<file path="config.mk">
export PLATFORM = sky130hd
export DESIGN_NAME = ddr_arbiter_flat
export DESIGN_NICKNAME = d
export VERILOG_FILES = /design/src/rtl/ddr_arbiter_if.sv /design/src/rtl/ddr_arbiter.sv /design/src/flat_wrapper.sv
export SDC_FILE = /design/constraint.sdc
export NUM_CORES = 1
export LEC_CHECK = 0
export ABC_AREA = 1
export BUFFER_PORTS_ARGS = -buffer_cell sky130_fd_sc_hd__buf_4
export CAP_MARGIN = 20
export CORE_MARGIN = 2
export CORE_UTILIZATION = 41
export CTS_CLUSTER_DIAMETER = 100
export DETAILED_ROUTE_END_ITERATION = 6
export HOLD_SLACK_MARGIN = 0.05
export PLACE_DENSITY_LB_ADDON = 0.2
export SLEW_MARGIN = 20
export SYNTH_ARGS = -nofsm -noshare
export SYNTH_HDL_FRONTEND = slang
export SYNTH_SLANG_ARGS = --single-unit
</file>
<file path="constraint.sdc">
create_clock -name clk -period 1.8 [get_ports clk]
set_input_delay 0.09 -clock clk [delete_from_list [all_inputs] [get_ports clk]]
set_output_delay 0.09 -clock clk [all_outputs]
set_load 0.1 [all_outputs]
</file>
<file path="src/rtl/ddr_arbiter_if.sv">
`default_nettype none
// ============================================================================
// Module   : ddr_arbiter_if
// Purpose  : Bundles the requester-side and DDR-controller-side signals of
//            the three-way DDR burst arbiter.
// Ports    : slave  - arbiter view (takes requests and controller strobes,
//                     drives grant/done/routed strobes and the burst command)
//            master - environment view (requesters plus DDR controller)
// Revision : 1.0 - initial release
// ============================================================================
interface ddr_arbiter_if #(
  parameter int DDR_ADDR_WIDTH  = 28,
  parameter int BURST_LEN_WIDTH = 10,
  parameter int NUM_REQ         = 3
);
  // requester side
  logic [NUM_REQ-1:0]                 req_rd;
  logic [NUM_REQ-1:0]                 req_wr;
  logic [NUM_REQ*DDR_ADDR_WIDTH-1:0]  req_addr;
  logic [NUM_REQ*BURST_LEN_WIDTH-1:0] req_len;
  logic [NUM_REQ-1:0]                 grant;
  logic [NUM_REQ-1:0]                 done;
  logic [NUM_REQ-1:0]                 rd_valid;
  logic [NUM_REQ-1:0]                 wr_data_req;
  // DDR controller side
  logic                               rd_burst_req;
  logic                               wr_burst_req;
  logic [DDR_ADDR_WIDTH-1:0]          burst_addr;
  logic [BURST_LEN_WIDTH-1:0]         burst_len;
  logic [BURST_LEN_WIDTH-1:0]         beat_cnt;
  logic                               rd_burst_data_valid;
  logic                               wr_burst_data_req;
  logic                               rd_burst_finish;
  logic                               wr_burst_finish;

  modport slave (
    input  req_rd, req_wr, req_addr, req_len,
    input  rd_burst_data_valid, wr_burst_data_req, rd_burst_finish, wr_burst_finish,
    output grant, done, rd_valid, wr_data_req,
    output rd_burst_req, wr_burst_req, burst_addr, burst_len, beat_cnt
  );

  modport master (
    output req_rd, req_wr, req_addr, req_len,
    output rd_burst_data_valid, wr_burst_data_req, rd_burst_finish, wr_burst_finish,
    input  grant, done, rd_valid, wr_data_req,
    input  rd_burst_req, wr_burst_req, burst_addr, burst_len, beat_cnt
  );
endinterface
`default_nettype wire

</file>
<file path="src/rtl/ddr_arbiter.sv">
`default_nettype none
// ============================================================================
// Module   : ddr_arbiter
// Purpose  : Round-robin arbiter granting one of three requesters (icache,
//            dcache, context save/restore) a single read or write burst on
//            the DDR controller at a time.
// Ports    : clk - rising-edge clock
//            rst - asynchronous active-low reset
//            bus - ddr_arbiter_if.slave: requests in, grant/done/routed
//                  strobes out, registered burst command to the controller
// Revision : 1.0 - initial release
// ============================================================================
module ddr_arbiter #(
  parameter int DDR_ADDR_WIDTH  = 28,
  parameter int BURST_LEN_WIDTH = 10,
  parameter int NUM_REQ         = 3
) (
  input  logic         clk,
  input  logic         rst,
  ddr_arbiter_if.slave bus
);

  localparam logic [BURST_LEN_WIDTH-1:0] c_len_one = {{(BURST_LEN_WIDTH-1){1'b0}}, 1'b1};
  localparam logic [NUM_REQ-1:0]         c_oh_one  = {{(NUM_REQ-1){1'b0}}, 1'b1};

  typedef enum logic [2:0] {
    IDLE     = 3'd0,
    ARB      = 3'd1,
    RD_BURST = 3'd2,
    WR_BURST = 3'd3,
    DONE     = 3'd4
  } state_t;

  state_t                     r_state, w_next;
  logic [NUM_REQ-1:0]         r_grant, r_done;
  logic [1:0]                 r_last_grant;
  logic                       r_rd_burst_req, r_wr_burst_req;
  logic [DDR_ADDR_WIDTH-1:0]  r_burst_addr;
  logic [BURST_LEN_WIDTH-1:0] r_burst_len, r_beat_cnt;

  logic [NUM_REQ-1:0]         w_pend;
  logic                       w_found;
  logic [1:0]                 w_sel;
  logic                       w_sel_wr;
  logic [NUM_REQ-1:0]         w_sel_oh;
  logic [BURST_LEN_WIDTH-1:0] w_sel_len;
  logic [DDR_ADDR_WIDTH-1:0]  w_addr [NUM_REQ];
  logic [BURST_LEN_WIDTH-1:0] w_len  [NUM_REQ];
  logic                       w_rd_strobe, w_wr_strobe;

  // Unpack the flat per-requester address/length buses into arrays.
  for (genvar gi = 0; gi < NUM_REQ; gi++) begin : g_slice
    assign w_addr[gi] = bus.req_addr[gi*DDR_ADDR_WIDTH +: DDR_ADDR_WIDTH];
    assign w_len[gi]  = bus.req_len[gi*BURST_LEN_WIDTH +: BURST_LEN_WIDTH];
  end

  assign w_pend  = bus.req_rd | bus.req_wr;
  assign w_found = |w_pend;

  // Round-robin search starting one past the last winner.
  always_comb begin
    w_sel = 2'd0;
    case (r_last_grant)
      2'd0: begin
        if (w_pend[1])      w_sel = 2'd1;
        else if (w_pend[2]) w_sel = 2'd2;
        else                w_sel = 2'd0;
      end
      2'd1: begin
        if (w_pend[2])      w_sel = 2'd2;
        else if (w_pend[0]) w_sel = 2'd0;
        else                w_sel = 2'd1;
      end
      default: begin
        if (w_pend[0])      w_sel = 2'd0;
        else if (w_pend[1]) w_sel = 2'd1;
        else                w_sel = 2'd2;
      end
    endcase
  end

  // Writes take priority when the winner asks for both directions.
  assign w_sel_wr  = bus.req_wr[w_sel];
  assign w_sel_oh  = c_oh_one << w_sel;
  assign w_sel_len = (w_len[w_sel] == '0) ? c_len_one : w_len[w_sel];

  // Controller strobes only count while a burst of that direction is active.
  assign w_rd_strobe = bus.rd_burst_data_valid && (r_state == RD_BURST);
  assign w_wr_strobe = bus.wr_burst_data_req   && (r_state == WR_BURST);

  always_ff @(posedge clk or negedge rst) begin
    if (!rst) r_state <= IDLE;
    else      r_state <= w_next;
  end

  always_comb begin
    w_next = r_state;
    case (r_state)
      IDLE:     if (w_found) w_next = ARB;
      ARB: begin
        // Requests withdrawn before arbitration simply return to IDLE.
        if (!w_found)     w_next = IDLE;
        else if (w_sel_wr) w_next = WR_BURST;
        else               w_next = RD_BURST;
      end
      RD_BURST: if (bus.rd_burst_finish) w_next = DONE;
      WR_BURST: if (bus.wr_burst_finish) w_next = DONE;
      DONE:     w_next = IDLE;
      default:  w_next = IDLE;
    endcase
  end

  always_ff @(posedge clk or negedge rst) begin
    if (!rst) begin
      r_grant        <= '0;
      r_done         <= '0;
      r_last_grant   <= 2'd2;
      r_rd_burst_req <= 1'b0;
      r_wr_burst_req <= 1'b0;
      r_burst_addr   <= '0;
      r_burst_len    <= '0;
      r_beat_cnt     <= '0;
    end else begin
      r_done <= '0;
      case (r_state)
        IDLE: if (w_found) r_beat_cnt <= '0;
        ARB: begin
          r_beat_cnt <= '0;
          if (w_found) begin
            r_grant        <= w_sel_oh;
            r_last_grant   <= w_sel;
            r_burst_addr   <= w_addr[w_sel];
            r_burst_len    <= w_sel_len;
            r_wr_burst_req <= w_sel_wr;
            r_rd_burst_req <= !w_sel_wr;
          end
        end
        RD_BURST: begin
          if (w_rd_strobe && (r_beat_cnt < r_burst_len)) r_beat_cnt <= r_beat_cnt + c_len_one;
          if (bus.rd_burst_finish) begin
            r_rd_burst_req <= 1'b0;
            r_done         <= r_grant;
          end
        end
        WR_BURST: begin
          if (w_wr_strobe && (r_beat_cnt < r_burst_len)) r_beat_cnt <= r_beat_cnt + c_len_one;
          if (bus.wr_burst_finish) begin
            r_wr_burst_req <= 1'b0;
            r_done         <= r_grant;
          end
        end
        DONE: r_grant <= '0;
        default: ;
      endcase
    end
  end

  assign bus.grant        = r_grant;
  assign bus.done         = r_done;
  assign bus.rd_burst_req = r_rd_burst_req;
  assign bus.wr_burst_req = r_wr_burst_req;
  assign bus.burst_addr   = r_burst_addr;
  assign bus.burst_len    = r_burst_len;
  assign bus.beat_cnt     = r_beat_cnt;
  assign bus.rd_valid     = r_grant & {NUM_REQ{w_rd_strobe}};
  assign bus.wr_data_req  = r_grant & {NUM_REQ{w_wr_strobe}};

endmodule
`default_nettype wire

</file>
<file path="src/flat_wrapper.sv">
// flat-port wrapper written by rule: the top's interface ports become plain ports
module ddr_arbiter_flat 
#(
  parameter int DDR_ADDR_WIDTH  = 28,
  parameter int BURST_LEN_WIDTH = 10,
  parameter int NUM_REQ         = 3
)
  (clk, rst, bus_req_rd, bus_req_wr, bus_req_addr, bus_req_len, bus_rd_burst_data_valid, bus_wr_burst_data_req, bus_rd_burst_finish, bus_wr_burst_finish, bus_grant, bus_done, bus_rd_valid, bus_wr_data_req, bus_rd_burst_req, bus_wr_burst_req, bus_burst_addr, bus_burst_len, bus_beat_cnt);
  ddr_arbiter_if #(.DDR_ADDR_WIDTH(DDR_ADDR_WIDTH), .BURST_LEN_WIDTH(BURST_LEN_WIDTH), .NUM_REQ(NUM_REQ)) bus_i ();
  input  logic clk;
  input  logic rst;
  input wire logic [$bits(bus_i.req_rd)-1:0] bus_req_rd;
  input wire logic [$bits(bus_i.req_wr)-1:0] bus_req_wr;
  input wire logic [$bits(bus_i.req_addr)-1:0] bus_req_addr;
  input wire logic [$bits(bus_i.req_len)-1:0] bus_req_len;
  input wire logic [$bits(bus_i.rd_burst_data_valid)-1:0] bus_rd_burst_data_valid;
  input wire logic [$bits(bus_i.wr_burst_data_req)-1:0] bus_wr_burst_data_req;
  input wire logic [$bits(bus_i.rd_burst_finish)-1:0] bus_rd_burst_finish;
  input wire logic [$bits(bus_i.wr_burst_finish)-1:0] bus_wr_burst_finish;
  output wire logic [$bits(bus_i.grant)-1:0] bus_grant;
  output wire logic [$bits(bus_i.done)-1:0] bus_done;
  output wire logic [$bits(bus_i.rd_valid)-1:0] bus_rd_valid;
  output wire logic [$bits(bus_i.wr_data_req)-1:0] bus_wr_data_req;
  output wire logic [$bits(bus_i.rd_burst_req)-1:0] bus_rd_burst_req;
  output wire logic [$bits(bus_i.wr_burst_req)-1:0] bus_wr_burst_req;
  output wire logic [$bits(bus_i.burst_addr)-1:0] bus_burst_addr;
  output wire logic [$bits(bus_i.burst_len)-1:0] bus_burst_len;
  output wire logic [$bits(bus_i.beat_cnt)-1:0] bus_beat_cnt;
  assign bus_i.req_rd = bus_req_rd;
  assign bus_i.req_wr = bus_req_wr;
  assign bus_i.req_addr = bus_req_addr;
  assign bus_i.req_len = bus_req_len;
  assign bus_i.rd_burst_data_valid = bus_rd_burst_data_valid;
  assign bus_i.wr_burst_data_req = bus_wr_burst_data_req;
  assign bus_i.rd_burst_finish = bus_rd_burst_finish;
  assign bus_i.wr_burst_finish = bus_wr_burst_finish;
  assign bus_grant = bus_i.grant;
  assign bus_done = bus_i.done;
  assign bus_rd_valid = bus_i.rd_valid;
  assign bus_wr_data_req = bus_i.wr_data_req;
  assign bus_rd_burst_req = bus_i.rd_burst_req;
  assign bus_wr_burst_req = bus_i.wr_burst_req;
  assign bus_burst_addr = bus_i.burst_addr;
  assign bus_burst_len = bus_i.burst_len;
  assign bus_beat_cnt = bus_i.beat_cnt;
  ddr_arbiter #(.DDR_ADDR_WIDTH(DDR_ADDR_WIDTH), .BURST_LEN_WIDTH(BURST_LEN_WIDTH), .NUM_REQ(NUM_REQ)) u_core (.clk(clk), .rst(rst), .bus(bus_i));
endmodule
</file>
# After elaboration in Yosys (flattened, before gate mapping)
# Index checks and enable logic that the tools add are counted.
# totals
reg_bits,61
input_bits,126
output_inout_bits,62
# op_classes
add_sub_neg,1
n_lt_le_gt_ge,3
eq_ne,11
n_shift,1
n_mux,37
bitwise,4
reduce_logical,19
# ops
op,n
$mux W10,6
$bmux W28 S2,1
$mux W28,2
$pmux W10 S4,1
$mux W3,7
$bmux W10 S2,1
$pmux W3 S2,2
$pmux W3 S4,1
$add A10 B1 Y10 const B,1
$logic_not A10 Y1,1
$lt A10 B10 Y1,1
$mux W2,5
$reduce_and A3 Y1,3
$ne A2 B2 Y1 const B,4
$mux W1,7
$and A3 B3 Y3,2
$eq A3 B2 Y1 const B,2
$reduce_bool A2 Y1,3
$logic_and A1 B1 Y1,4
$ne A2 B1 Y1 const B,2
$pmux W1 S2,2
$pmux W2 S2,1
$reduce_and A2 Y1,2
$reduce_and A4 Y1,1
14 further kinds,14

# Depth between registers and ports, before layout
# Gate-level depths: netlist of run 1.
# depth
word_depth,10
mapped_depth,14

# Worst setup path after synthesis of run 1
# No wires, ideal clock.
# synth_timing
kind,register -> output
startpoint,register u_core.r_grant[0] (netlist: u_core.bus.grant[0])
endpoint,output bus_rd_valid[0]
arrival_ns,2.407
required_time_ns,1.710
path_slack_ns,-0.697
path_stages_with_launch,3
cell_sequence,dfrtp_1 > inv_1 > nor2_1
# synth_via
elab_chain_cells,1
# synth_rtl
element,line_no,rtl
start: declaration,ddr_arbiter.sv:35,"logic [NUM_REQ-1:0] r_grant, r_done;"
start signal: assignment,ddr_arbiter.sv:130,r_grant <= w_sel_oh;
$and A3 B3 Y3,ddr_arbiter.sv:165,assign bus.rd_valid = r_grant & {NUM_REQ{w_rd_strobe}};
end: declaration,flat_wrapper.sv:22,output wire logic [$bits(bus_i.rd_valid)-1:0] bus_rd_valid;
# No other way between the ends.

# Final worst setup path of run 1
# layout_timing
startpoint,register u_core.r_burst_len[7] (netlist: u_core.bus.burst_len[7])
endpoint,register u_core.r_beat_cnt[5] (netlist: u_core.bus.beat_cnt[5])
# layout_via
elab_chain_cells,4
word_cells_on_any_way,6
classes_between,order compare (1); eq/ne (2); reduce/logical (3)
# layout_rtl
element,line_no,rtl
start: declaration,ddr_arbiter.sv:39,"logic [BURST_LEN_WIDTH-1:0] r_burst_len, r_beat_cnt;"
start signal: assignment,ddr_arbiter.sv:133,r_burst_len <= w_sel_len;
$lt A10 B10 Y1 *,"ddr_arbiter.sv:139, ddr_arbiter.sv:146",
"$logic_and A1 B1 Y1, on equally long branches","ddr_arbiter.sv:139, ddr_arbiter.sv:146",
$ne A2 B2 Y1 (no source line),n/a,
$reduce_and A4 Y1 (no source line) *,n/a,
end signal: assignment,ddr_arbiter.sv:139,if (w_rd_strobe && (r_beat_cnt < r_burst_len)) r_beat_cnt <= r_beat_cnt + c_len_one;
end signal: assignment,ddr_arbiter.sv:146,if (w_wr_strobe && (r_beat_cnt < r_burst_len)) r_beat_cnt <= r_beat_cnt + c_len_one;
end: declaration,ddr_arbiter.sv:39,
# Mark *: on every way between the ends. The rest lies on a longest branch, timed or not.
# A chain may end at the register's enable or synchronous reset.

==> results.py, run 1 <==
metrics = {
    "final_layout": {
        "multi_input_area_sq_mm": 0.00196,
        "final_net_count": 886,
        "syn_to_final_growth_pct": 84.1,
        "regArea_sq_mm": 0.00160,
        "drive_above_1_share": 0.433,
        "fillers": 533,
    },
    "synth": {
        "syn_area_per_cell_sq_um": 7.51,
        "synth_ff_type": "dfrtp_1",
        "ys_top_cells_by_area": "dfrtp_1 (42%), nand2_1 (14%), nand3_1 (7.6%), o21ai_0 (4.7%), nor2_1 (4.3%)",
        "yosysTopAreaCell": "dfrtp_1",
        "yosysWarnings": 0,
        "syn_inst": 472,
        "seq_area_frac_synth": 0.431,
        "netlist_area_sq_mm": 0.00355,
        "async_flop_share": 1.00,
        "synth_edf_count": 0,
        "yosysMostFrequentCell": "nand2_1",
        "yosys-top-cells-count": "nand2_1 (135), dfrtp_1 (60), nand3_1 (54)",
        "syn-num-nets": 608,
        "yosysTopAreaCellShare": 0.423,
        "synth_cell_types": 31,
        "ys_ff_latch": 61,
    },
    "setup_path": {
        "worst_setup_path_end_kind": "register",
        "path_class": "register to register",
        "reg2reg_depth": 11,
        "critPathMaxFanout": 5,
        "start_kind": "register",
        "cp.required_ns": 2.03,
        "cp.arrival_ns": 2.01,
    },
    "clock_tree": {
        "clkTransAtPathRegs_ns": 0.07,
        "numCtsBuffers": 9,
        "clock_path_buffers": 2,
        "clkSinkCount": 61,
        "clk_latency_ns": 0.35,
        "h-tree-depth": 3,
        "clockRootBuffer": "clkbuf_8",
        "tritoncts": "built",
    },
    "outcome": {
        "status": "complete, no violations",
    },
    "sta": {
        "fin_ws_ns": 0.0286,
        "rsz0062_at_grt": "yes",
        "final-setup-viol-count": 0,
        "max-slew-margin-rel": 0.477,
        "min_period_ns": 1.77,
        "fin_tns_setup_ns": 0,
        "post-route-period-util": 0.984,
        "hold_violations": 0,
        "worst_pin_slew_ns": 0.784,
        "fin_skew_ns": 0.00936,
        "fmax_mhz": 565,
        "drv_slew": 0,
    },
    "detailed_routing": {
        "final_antenna_net_count": 0,
        "wl_um": 15400,
        "wl_met3_um": 1180,
        "routedWlPerCell_um": 17.8,
        "drt-met1-wl_um": 5410,
        "drtIter0Drc": 309,
        "wl_met2_um": 7850,
        "top_layer_used": "met4",
        "drc": 0,
        "first_pass_iters": 5,
        "dr_total_vias": 4707,
        "viasPerCell": 5.46,
    },
    "worst_hold_path": {
        "hold_depth": 3,
        "hold_path.class": "input port to register",
    },
    "power_and_ir_drop": {
        "power_density_mw_per_mm2": 1980,
        "ir_drop_uv": 1210,
        "p_leak_nw": 3.17,
    },
    "placed_design": {
        "place.gp.congestion": 0.834,
        "hpwlAfterDp_um": 8890,
        "portBuffers": 187,
        "place_ws_ns": -0.0666,
    },
    "floorplanning": {
        "start_util": 0.427,
        "die_y_um": 97.0,
        "die-area_sq_mm": 0.00941,
        "die_w_um": 97.0,
        "row_count": 33,
        "core_area_sq_mm": 0.00830,
        "top_level_ports": 188,
    },
    "global_route": {
        "antenna_found_initial": 2,
        "first_global_vias": 4969,
        "grt.overflow.total": 0,
        "globalRouteTotalUtil": 0.317,
        "grt_max_degree": 62,
        "grt_pass1_wl_um": 23900,
    },
    "flow_run": {
        "maxCapViolCount": 0,
    },
}
-- power by group --
part           leakage, nW  internal (W)  total [W]  switching [W]
Combinational         2.34       0.00248    0.00919        0.00671
Clock                0.103      0.000668    0.00124       0.000568
Sequential           0.723       0.00204    0.00248       0.000439
Total                 3.17       0.00519     0.0129        0.00772
-- cell type report --
cell class | count | share of cell area
timing repair buffer | 288 | 0.379
clock inverter | 5 | 0.00767
tap | 105 | 0.0201
multi-input combinational | 350 | 0.300
sequential | 61 | 0.245
inverter | 40 | 0.0257
antenna | 2 | 0.000767
clock buffer | 11 | 0.0217
-- what timing repair did --
item	4_1_cts	5_1_grt
buffers inserted	0	7
endpoints found under the hold margin	88	0
hold buffers	70	0
endpoints found under the setup margin	17	39
pin swaps	0	7
gates resized for setup	13	72
cloned	0	3
-- cell families (layout without fill, tap and decap cells) --
kind of cell | after synthesis | count (layout) | synth area share
simple gates | 268 | 268 | 0.337
fa+ha+maj | 10 | 10 | 0.0353
buf+inv | 61 | 344 | 0.0801
compound gates | 69 | 69 | 0.110
xor+xnor | 3 | 3 | 0.00741
other cells | 0 | 2 | 0
flops | 61 | 61 | 0.431
-- flip-flops by register name, summed over array words and instances, names as in the netlist --
name / count
u_core.bus.beat_cnt: 10
u_core.bus.burst_addr: 28
u_core.bus.burst_len: 10
u_core.bus.done: 3
u_core.bus.grant: 3
u_core.bus.rd_burst_req: 1
u_core.bus.wr_burst_req: 1
u_core.r_last_grant: 2
u_core.r_state: 3
-- path summary, 6_finish.rpt --
| path | startpoint | endpoint | slack [ns] |
|---|---|---|---|
| worst max-delay path | u_core.bus.burst_len[7] | u_core.bus.beat_cnt[5] | 0.03 |
| min in group asynchronous | rst | u_core.bus.beat_cnt[9] | 0.37 |
| worst min register to register | u_core.bus.wr_burst_req | u_core.bus.wr_burst_req | 0.51 |
| worst max register to register | u_core.bus.burst_len[7] | u_core.bus.beat_cnt[5] | 0.03 |
| worst min-delay path | bus_req_addr[4] | u_core.bus.burst_addr[4] | 0.06 |
| max in group asynchronous | rst | u_core.bus.burst_len[3] | 0.84 |
-- critical path, cell delays in order, from the launching register on --
cell and delay (ns):
dfrtp_4 0.49, inv_4 0.07, ha_4 0.19, a21oi_2 0.13, nor2_2 0.05, a211oi_2 0.21
nand2_1 0.09, nand2_2 0.09, nand2_4 0.08, buf_6 0.16, nand2_2 0.05, o21ai_1 0.05
-- cells in the final DEF (no fill, tap or decap), drive strengths merged --
| cell type | synthesis | final |
|---|---|---|
| a21oi | 14 | 14 |
| bufinv | 0 | 1 |
| diode | 0 | 2 |
| buf | 14 | 217 |
| nand4 | 15 | 15 |
| a211oi | 1 | 1 |
| nand2 | 140 | 140 |
| dlygate4sd3 | 0 | 70 |
| nor2 | 45 | 45 |
| or2 | 4 | 4 |
| dfstp | 1 | 1 |
| dfrtp | 60 | 60 |
| clkinv | 1 | 5 |
| nor3 | 6 | 6 |
| nand3 | 58 | 58 |
| clkbuf | 7 | 12 |
| inv | 39 | 39 |
| a22oi | 12 | 12 |
| a31oi | 7 | 7 |
| ha | 10 | 10 |
| o22ai | 2 | 2 |
| o21ai | 33 | 33 |
| xor2 | 3 | 3 |
-- metrics by stage --
step,area [sq um],instances,hold WS (ns),total power [W],util
after global routing,6530,862,0.0808,0.0135,0.787
after detailed placement,5290,764,0.219,0.0107,0.638
after CTS,6230,850,0.0547,0.0121,0.751
after floorplan,3710,472,-0.206,0.00870,-
after global placement,5290,764,0.222,0.0106,0.638
final,6530,862,0.0599,0.0129,0.787
-- routing by layer --
layer | global-route usage | vias to the layer above
met3 | 0.0715 | 83
met1 | 0.345 | 2190
met2 | 0.551 | 302
li1 | - | 2132
met4 | 0.210 | 0
met5 | 0 | -
Power figures use the tool's default switching activity.
==> inputs of run 2 (changes only) <==
--- a/config.mk
+++ b/config.mk
@@ -14,6 +14,7 @@
 export DETAILED_ROUTE_END_ITERATION = 6
 export HOLD_SLACK_MARGIN = 0.05
 export PLACE_DENSITY_LB_ADDON = 0.2
+export SETUP_SLACK_MARGIN = 0.1
 export SLEW_MARGIN = 20
 export SYNTH_ARGS = -nofsm -noshare
 export SYNTH_HDL_FRONTEND = slang
==> run 2 against run 1 <==
Effect of this change: first-iteration DRC count is 8.7% lower; clock power is 6% higher; largest power group unchanged; combinational power is 4.9% higher; highest routed layer unchanged; routed wire length decreased by 1.6%; via count increased by 1.4%; maximum frequency fell by 1.1%; sequential share of layout area shrank 0.71 points; critical endpoint is now u_core.bus.burst_addr[4].
==> results.py, run 2 (synthesis gave the netlist of run 1 again) <==
metrics = {
    "outcome": {
        "status": "complete, no violations",
    },
    "power_and_ir_drop": {
        "p_leak_nw": 3.24,
        "ir_drop_uv": 1580,
        "power_density_mw_per_mm2": 2000,
    },
    "clock_tree": {
        "clockRootBuffer": "clkbuf_8",
        "numCtsBuffers": 9,
        "clkTransAtPathRegs_ns": 0.08,
        "clkSinkCount": 61,
        "clk_latency_ns": 0.34,
        "clock_path_buffers": 2,
        "h-tree-depth": 3,
        "tritoncts": "built",
    },
    "sta": {
        "drv_slew": 0,
        "worst_pin_slew_ns": 0.795,
        "fmax_mhz": 558,
        "min_period_ns": 1.79,
        "fin_tns_setup_ns": 0,
        "post-route-period-util": 0.995,
        "rsz0062_at_grt": "yes",
        "whs_ns": 0.0520,
        "fin_skew_ns": 0.0101,
        "max-slew-margin-rel": 0.470,
        "final-setup-viol-count": 0,
        "hold_violations": 0,
        "fin_ws_ns": 0.00825,
    },
    "detailed_routing": {
        "first_pass_iters": 6,
        "viasPerCell": 5.50,
        "final_antenna_net_count": 0,
        "drtIter0Drc": 282,
        "dr_total_vias": 4772,
        "drc": 0,
        "wl_um": 15100,
        "routedWlPerCell_um": 17.4,
    },
    "setup_path": {
        "r2r_slack_ns": 0.008,
        "worst_setup_path_end_kind": "register",
        "reg2reg_depth": 9,
        "path_class": "register to register",
        "cp.required_ns": 2.01,
        "critPathMaxFanout": 6,
        "cp.arrival_ns": 2.00,
        "start_kind": "register",
    },
    "placed_design": {
        "portBuffers": 187,
        "place_inst": 767,
        "hpwlAfterDp_um": 9220,
        "place_ws_ns": -0.0250,
        "place_area_sq_mm": 0.00537,
        "place.gp.congestion": 0.857,
    },
    "floorplanning": {
        "die_w_um": 97.0,
        "core_area_sq_mm": 0.00830,
        "row_count": 33,
        "start_util": 0.427,
        "die-area_sq_mm": 0.00941,
        "top_level_ports": 188,
        "die_y_um": 97.0,
    },
    "global_route": {
        "grt_max_degree": 62,
        "antenna_found_initial": 0,
        "globalRouteTotalUtil": 0.316,
        "grt_pass1_wl_um": 24100,
        "first_global_vias": 4965,
        "grt.overflow.total": 0,
    },
    "final_layout": {
        "final_area_sq_mm": 0.00673,
        "final_common_cell": "buf_4",
        "drive_above_1_share": 0.461,
        "fin_cells": 868,
        "antenna-diode-count": 0,
        "largest_register_ffs": 28,
        "final_net_count": 894,
        "syn_to_final_growth_pct": 89.7,
        "final_cell_mix": "buf_4 (205), nand2_1 (118), dlygate4sd3_1 (68), nand3_1 (47), dfrtp_1 (37)",
    },
    "worst_hold_path": {
        "hold_depth": 3,
        "hold_path.class": "input port to register",
    },
    "flow_run": {
        "maxCapViolCount": 0,
    },
}
[run 2: critical path: stages (launching register included)]
cell,delay (ns)
dfstp_2,0.61
nor2_2,0.07
nand2_4,0.10
nand3_4,0.16
nand2_2,0.15
inv_4,0.07
buf_12,0.12
clkbuf_16,0.15
a22oi_1,0.14
a31oi_1,0.10
[run 2: area by class of cell]
| type | instances | area, sq um |
|---|---|---|
| clock buffer | 13 | 169 |
| multi-input combinational | 350 | 2030 |
| timing repair buffer | 296 | 2580 |
| inverter | 40 | 168 |
| fill | 500 | 1570 |
| sequential | 61 | 1600 |
| tap | 105 | 131 |
| clock inverter | 3 | 42.5 |
[run 2: metal layers]
metal	GRT usage	wire length, um	share of wire	vias to the layer above
met5	0	0	0	-
met2	0.556	7710	0.51	296
met3	0.0694	1160	0.077	68
met4	0.176	765	0.051	0
met1	0.354	5490	0.36	2264
li1	-	-	-	2144
[run 2: timing repair]
| action | in CTS | in global routing |
|---|---|---|
| pin swaps | 7 | 12 |
| gates resized for setup | 49 | 45 |
| setup endpoints to repair | 28 | 49 |
| cloned | 2 | 1 |
| hold endpoints to repair | 88 | 0 |
| hold buffers | 68 | 0 |
| buffers inserted | 7 | 7 |
[run 2: metrics by stage]
stage | total power (W) | utilization
after global placement | 0.0107 | 0.647
after floorplan | 0.00878 | -
after CTS | 0.0126 | 0.783
after detailed placement | 0.0108 | 0.647
final | 0.0134 | 0.810
after global routing | 0.0140 | 0.810
[run 2: path summary, 6_finish.rpt]
kind	startpoint	endpoint
max reg2reg	u_core.r_last_grant[1]	u_core.bus.burst_addr[4]
min	bus_req_addr[26]	u_core.bus.burst_addr[26]
min in group asynchronous	rst	u_core.bus.beat_cnt[6]
max	u_core.r_last_grant[1]	u_core.bus.burst_addr[4]
min reg2reg	u_core.bus.burst_addr[10]	u_core.bus.burst_addr[10]
max in group asynchronous	rst	u_core.bus.burst_len[5]
[run 2: report_power, final]
part | internal, W | leakage (nW) | switching, W
Combinational | 0.00279 | 2.41 | 0.00684
Clock | 0.000752 | 0.106 | 0.000557
Sequential | 0.00204 | 0.722 | 0.000452
Total | 0.00559 | 3.24 | 0.00785
